**config.mk**
```make
export PLATFORM = sky130hd
export DESIGN_NAME = dual_port_ram_clr_flat
export DESIGN_NICKNAME = d
export VERILOG_FILES = /design/src/rtl/dual_port_ram_clr_if.sv /design/src/rtl/dual_port_ram_clr.sv /design/src/flat_wrapper.sv
export SDC_FILE = /design/constraint.sdc
export NUM_CORES = 1
export LEC_CHECK = 0
export CAP_MARGIN = 30
export CORE_AREA = 5 5 227 185
export CTS_CLUSTER_DIAMETER = 150
export CTS_CLUSTER_SIZE = 14
export DETAILED_ROUTE_END_ITERATION = 8
export DIE_AREA = 0 0 232 190
export PLACE_DENSITY = 0.81
export SLEW_MARGIN = 10
export SYNTH_ARGS = -nofsm -noshare
export SYNTH_HDL_FRONTEND = slang
export SYNTH_SLANG_ARGS = --single-unit
```
**constraint.sdc**
```tcl
create_clock -name clk -period 3.2 [get_ports clk]
set_clock_uncertainty 0.15 [all_clocks]
set_input_delay 0.64 -clock clk [delete_from_list [all_inputs] [get_ports clk]]
set_output_delay 0.64 -clock clk [all_outputs]
set_load 0.01 [all_outputs]
```
**src/rtl/dual_port_ram_clr_if.sv**
```systemverilog
// rtl/dual_port_ram_clr_if.sv - port bundle for dual_port_ram_clr
//
// Groups the clear/write/read signals of dual_port_ram_clr.
//   clear, busy   : clear request in, clear-engine running out
//   we, wraddr,
//   data, be      : write port with per-byte enables
//   re, rdaddr    : read request
//   q, q_valid    : registered read data and its one-cycle valid pulse
// master = user of the RAM, slave = the RAM itself.
interface dual_port_ram_clr_if #(
  parameter int DATA_WIDTH = 16,
  parameter int ADDR_WIDTH = 5,
  parameter int BYTE_WIDTH = 8
);
  localparam int NBE = DATA_WIDTH / BYTE_WIDTH;

  logic                  clear;
  logic                  busy;
  logic                  we;
  logic [ADDR_WIDTH-1:0] wraddr;
  logic [DATA_WIDTH-1:0] data;
  logic [NBE-1:0]        be;
  logic                  re;
  logic [ADDR_WIDTH-1:0] rdaddr;
  logic [DATA_WIDTH-1:0] q;
  logic                  q_valid;

  modport master (
    output clear, we, wraddr, data, be, re, rdaddr,
    input  busy, q, q_valid
  );

  modport slave (
    input  clear, we, wraddr, data, be, re, rdaddr,
    output busy, q, q_valid
  );
endinterface

```
**src/rtl/dual_port_ram_clr.sv**
```systemverilog
// rtl/dual_port_ram_clr.sv - 1W/1R RAM with byte enables and built-in clear engine
//
// One write port and one read port sharing a single clock. Writes honour
// per-byte enables; reads are registered with a valid pulse. After reset,
// or when clear is pulsed in IDLE, every word is overwritten with CLEAR_VAL,
// one address per cycle, while busy is high; reads and writes are ignored
// during that time.
//
// Ports:
//   clk    : single clock, all state on the rising edge
//   reset  : asynchronous, active-high
//   bus    : dual_port_ram_clr_if.slave (clear/busy, write port, read port, q/q_valid)
//
// Optional macro RAM_OUT_REG_EN: adds a second output register, making the
// read latency 2 cycles (q and q_valid stay aligned).
module dual_port_ram_clr #(
  parameter int                    DATA_WIDTH = 16,
  parameter int                    ADDR_WIDTH = 5,
  parameter int                    BYTE_WIDTH = 8,
  parameter int                    RDW_MODE   = 0,
  parameter logic [DATA_WIDTH-1:0] CLEAR_VAL  = '0
) (
  input  logic               clk,
  input  logic               reset,
  dual_port_ram_clr_if.slave bus
);
  localparam int NBE   = DATA_WIDTH / BYTE_WIDTH;
  localparam int DEPTH = 1 << ADDR_WIDTH;
  localparam logic [ADDR_WIDTH-1:0] LAST_ADDR = ADDR_WIDTH'(DEPTH - 1);

  typedef enum logic {S_IDLE, S_CLEAR} state_t;

  state_t                state, state_nxt;
  logic [ADDR_WIDTH-1:0] clr_addr, clr_addr_nxt;

  logic [DATA_WIDTH-1:0] mem [DEPTH];

  logic                  mem_we;
  logic [ADDR_WIDTH-1:0] mem_addr;
  logic [DATA_WIDTH-1:0] mem_wdata;
  logic [NBE-1:0]        mem_be;

  logic                  rd_en;
  logic [DATA_WIDTH-1:0] rd_old;
  logic [DATA_WIDTH-1:0] rd_merged;
  logic [DATA_WIDTH-1:0] rd_word;

  logic [DATA_WIDTH-1:0] q1;
  logic                  q1_valid;

  always_ff @(posedge clk or posedge reset) begin
    if (reset) begin
      state    <= S_CLEAR;
      clr_addr <= '0;
    end else begin
      state    <= state_nxt;
      clr_addr <= clr_addr_nxt;
    end
  end

  // The clear engine owns the write port while busy; user we/re/clear only
  // take effect in IDLE.
  always_comb begin
    state_nxt    = state;
    clr_addr_nxt = clr_addr;
    mem_we       = 1'b0;
    mem_addr     = bus.wraddr;
    mem_wdata    = bus.data;
    mem_be       = bus.be;
    rd_en        = 1'b0;
    case (state)
      S_CLEAR: begin
        mem_we    = 1'b1;
        mem_addr  = clr_addr;
        mem_wdata = CLEAR_VAL;
        mem_be    = '1;
        if (clr_addr == LAST_ADDR) begin
          state_nxt    = S_IDLE;
          clr_addr_nxt = '0;
        end else begin
          clr_addr_nxt = clr_addr + ADDR_WIDTH'(1);
        end
      end
      default: begin
        mem_we = bus.we;
        rd_en  = bus.re;
        if (bus.clear) begin
          state_nxt    = S_CLEAR;
          clr_addr_nxt = '0;
        end
      end
    endcase
  end

  assign bus.busy = (state == S_CLEAR);

  // No reset on the array. While reset is held the engine sits at address 0
  // and keeps writing CLEAR_VAL there, which the restarted clear redoes anyway.
  always_ff @(posedge clk) begin
    if (mem_we) begin
      for (int i = 0; i < NBE; i++) begin
        if (mem_be[i]) begin
          mem[mem_addr][i*BYTE_WIDTH +: BYTE_WIDTH] <= mem_wdata[i*BYTE_WIDTH +: BYTE_WIDTH];
        end
      end
    end
  end

  // rd_old is the pre-write word (the array updates after this edge);
  // rd_merged is what the same-address write is about to store.
  always_comb begin
    rd_old    = mem[bus.rdaddr];
    rd_merged = rd_old;
    for (int i = 0; i < NBE; i++) begin
      if (bus.be[i]) begin
        rd_merged[i*BYTE_WIDTH +: BYTE_WIDTH] = bus.data[i*BYTE_WIDTH +: BYTE_WIDTH];
      end
    end
    rd_word = rd_old;
    if ((RDW_MODE != 0) && bus.we && (bus.wraddr == bus.rdaddr)) begin
      rd_word = rd_merged;
    end
  end

  always_ff @(posedge clk or posedge reset) begin
    if (reset) begin
      q1       <= '0;
      q1_valid <= 1'b0;
    end else begin
      q1_valid <= rd_en;
      if (rd_en) begin
        q1 <= rd_word;
      end
    end
  end

`ifdef RAM_OUT_REG_EN
  logic [DATA_WIDTH-1:0] q2;
  logic                  q2_valid;

  always_ff @(posedge clk or posedge reset) begin
    if (reset) begin
      q2       <= '0;
      q2_valid <= 1'b0;
    end else begin
      q2       <= q1;
      q2_valid <= q1_valid;
    end
  end

  assign bus.q       = q2;
  assign bus.q_valid = q2_valid;
`else
  assign bus.q       = q1;
  assign bus.q_valid = q1_valid;
`endif

endmodule

```
**src/flat_wrapper.sv**
```systemverilog
// flat-port wrapper written by rule: the top's interface ports become plain ports
module dual_port_ram_clr_flat 
#(
  parameter int                    DATA_WIDTH = 16,
  parameter int                    ADDR_WIDTH = 5,
  parameter int                    BYTE_WIDTH = 8,
  parameter int                    RDW_MODE   = 0,
  parameter logic [DATA_WIDTH-1:0] CLEAR_VAL  = '0
)
  (clk, reset, bus_clear, bus_we, bus_wraddr, bus_data, bus_be, bus_re, bus_rdaddr, bus_busy, bus_q, bus_q_valid);
  dual_port_ram_clr_if #(.DATA_WIDTH(DATA_WIDTH), .ADDR_WIDTH(ADDR_WIDTH), .BYTE_WIDTH(BYTE_WIDTH)) bus_i ();
  input  logic clk;
  input  logic reset;
  input wire logic [$bits(bus_i.clear)-1:0] bus_clear;
  input wire logic [$bits(bus_i.we)-1:0] bus_we;
  input wire logic [$bits(bus_i.wraddr)-1:0] bus_wraddr;
  input wire logic [$bits(bus_i.data)-1:0] bus_data;
  input wire logic [$bits(bus_i.be)-1:0] bus_be;
  input wire logic [$bits(bus_i.re)-1:0] bus_re;
  input wire logic [$bits(bus_i.rdaddr)-1:0] bus_rdaddr;
  output wire logic [$bits(bus_i.busy)-1:0] bus_busy;
  output wire logic [$bits(bus_i.q)-1:0] bus_q;
  output wire logic [$bits(bus_i.q_valid)-1:0] bus_q_valid;
  assign bus_i.clear = bus_clear;
  assign bus_i.we = bus_we;
  assign bus_i.wraddr = bus_wraddr;
  assign bus_i.data = bus_data;
  assign bus_i.be = bus_be;
  assign bus_i.re = bus_re;
  assign bus_i.rdaddr = bus_rdaddr;
  assign bus_busy = bus_i.busy;
  assign bus_q = bus_i.q;
  assign bus_q_valid = bus_i.q_valid;
  dual_port_ram_clr #(.DATA_WIDTH(DATA_WIDTH), .ADDR_WIDTH(ADDR_WIDTH), .BYTE_WIDTH(BYTE_WIDTH), .RDW_MODE(RDW_MODE), .CLEAR_VAL(CLEAR_VAL)) u_core (.clk(clk), .reset(reset), .bus(bus_i));
endmodule
```
==> flow_summary.toml <==
[synthesis]
syn_nets = 1259
synthDistinctLibCells = 35
synth_edf_count = 512
synth_top_family_by_area = "multiplexers"
synthMuxAreaShare_pct = 12.0
avgSynthCellArea_um2 = 17.6
yosys_most_used_dff = "edfxtp_1"
yosys_register_bits = 535
synth_fa_ha_area_share_pct = 0.175
async_reset_ff_share_pct = 4.30
synth_xor_area_share_pct = 0
syn_area_mm2 = 0.0215
yosys_warnings = 0
synth-simple-area-share_pct = 2.79
synth_compound_area_share_pct = 8.23
synth_cells = 1223
synth_seq_area_share_pct = 74.3

[placed_design]
port_buffers = 50
hpwl_um = 30000
place.gp.congestion = 0.851
dp.cells = 1857

[detailed_routing]
drc = 0
vias = 11897
via_per_inst = 6.14
drt_wl_total_um = 49200
drt_first_pass_iters = 6
wire_per_inst_um = 25.4
ant_nets = 0
drt-initial-drc-count = 1406

[grt]
antenna_found_initial = 1
overflow = 0
grt_pass1_vias = 11918
grt_pass1_wl_um = 73600
grt_max_degree = 58
track_usage_pct = 22.1

[clocking]
path_clk_slew_ps = 60
cts_hold_buf = 0
cts_num_sinks = 535
clock_latency_ps = 550
cts_setup_buffers = 0
htree_num_levels = 2
cts-resized-gates = 0
cts_tree = "yes"
root_buffer = "clkbuf_16"
cts_buffers = 44
clk_path_buf_depth = 3

[layout]
final_layout_size_suffix_gt1_share_pct = 15.1
multiInputGateArea_mm2 = 0.00505
register_area_mm2 = 0.0160
num_antenna_cells = 0
final_cell_mix = "edfxtp_1 (512), mux2i_1 (257), buf_4 (99)"
fin_nets = 1395
final_common_cell = "edfxtp_1"
layout.cells.non_filler = 1938
syn_to_final_growth_pct = 14.1
fill_cells = 2795

[timing]
setup_violations = 0
max_slew_margin_pct = 38.9
rsz0062_at_grt = "no"
tightest_slew_ps = 917
fin_crit_ps = 3010
period_share_pct = 94.1
fmax_ghz = 0.332
drv_slew = 0
finalHoldViolCount = 0
setup_tns_ps = 0

[run]
maxCapViolCount = 0

[floorplanning]
die-area_mm2 = 0.0441
initial_core_util_pct = 53.9
ios = 51
die_w_um = 232
num_rows = 66
core_mm2 = 0.0398
die_h_um = 190

[setup_path]
reg2regPathDepth = 5
slowest_stage = "dfstp_2"
critPathLaunch = "u_core.bus.busy"
cp.required_ps = 2410
critical_path_buf_inv_count = 1
critical_path_arrival_ps = 2220
path_max_fanout = 32
reg2reg_from = "u_core.bus.busy"
crit_type = "reg -> out"
startpoint_type = "flop"
slowest_delay_ps = 1000
path_cells = "clkdlybuf4s50_1"
reg2reg_slack_ps = 390
reg2reg_to = "u_core.mem[16][3]"
crit_path_end_kind = "output pin"
cpLargestDelayFamily = "flip-flops"

[power]
peakVddDrop_uv = 639
cellPowerDensity_mw_per_mm2 = 694
cellLeakagePower_nw = 8.85

[min_path]
hp-class = "in -> async"

[outcome]
status = "finished clean"
## cell type report
type	count	area share, %
clock buffer	78	5.11
clock inverter	3	0.138
inverter	7	0.107
multi-input combinational	610	20.6
sequential	535	65.1
tap	544	2.78
timing repair buffer	161	6.08
## per-stage QoR
step                power [W]  util, %  hold slack, ps  worst slack, ps  cell area [um^2]
finish                 0.0170     61.5             327              189             24500
global route           0.0176     61.5             348              127             24500
CTS                    0.0170     61.5             316              179             24500
detailed placement     0.0121     58.3             366              102             23200
global placement       0.0120     58.3             351              184             23200
floorplan              0.0106        -             322              861             21500
## worst register-to-register path, stage by stage (launching register included)
cell and delay, ps:
dfstp_2 1000, nand2b_1 170, o32ai_1 220, nand2_1 510
nor2_1 260, buf_4 210
## routing by layer
metal / part of all wire [%] / global-route usage, %
met1: 41 / 32.2
met3: 11 / 5.67
met4: 3.0 / 6.57
met2: 45 / 33.4
met5: 0 / 0
## registers in the layout, summed over array words and instances (netlist names)
| signal | flops |
|---|---|
| u_core.bus.q | 16 |
| u_core.mem | 512 |
| u_core.bus.busy | 1 |
| u_core.clr_addr | 5 |
| u_core.bus.q_valid | 1 |
## how the worst max path moves through the flow
stage | endpoint | slack (ps) | cells past startpoint
2_1_floorplan | u_core.mem[24][0] | 860 | 4
3_3_place_gp | u_core.bus.q[11] | 180 | 7
3_5_place_dp | u_core.bus.q[11] | 100 | 7
4_1_cts | bus_busy | 180 | 1
5_1_grt | bus_busy | 130 | 1
6_report | bus_busy | 190 | 1
## power by group
part / internal, W / switching [W] / leakage, nW
registers: 0.00871 / 0.000338 / 5.05
clock network: 0.00265 / 0.00232 / 0.609
logic: 0.00105 / 0.00192 / 3.19
## cells in the mapped netlist, types with 2 or more instances
cell,instances,area [um^2]
nor2b_1,19,119
nand2b_1,8,50.1
nand2_1,38,143
ha_1,3,37.5
a221oi_2,12,180
buf_12,7,140
nor2_1,69,259
buf_1,8,30.0
o32ai_1,6,52.6
a22o_1,32,280
o31ai_1,3,22.5
a221oi_1,20,175
o41ai_2,16,260
o21ai_0,5,25.0
a22oi_1,64,480
o22ai_1,16,100
edfxtp_1,512,15400
clkbuf_1,18,67.6
dfrtp_1,22,551
buf_6,3,33.8
a21oi_1,33,165
mux2i_1,257,2570
inv_1,7,26.3
buf_2,15,75.1
nand3_1,2,10.0
a21o_1,2,15.0
buf_4,18,135
## logic make-up after synthesis
kind of cell,Yosys count
buffers and inverters,78
AND/OR/NAND/NOR,139
adder cells (fa/ha/maj),3
flip-flops,535
multiplexers,258
AO/OA/AOI/OAI,210
Power figures use the tool's default switching activity.
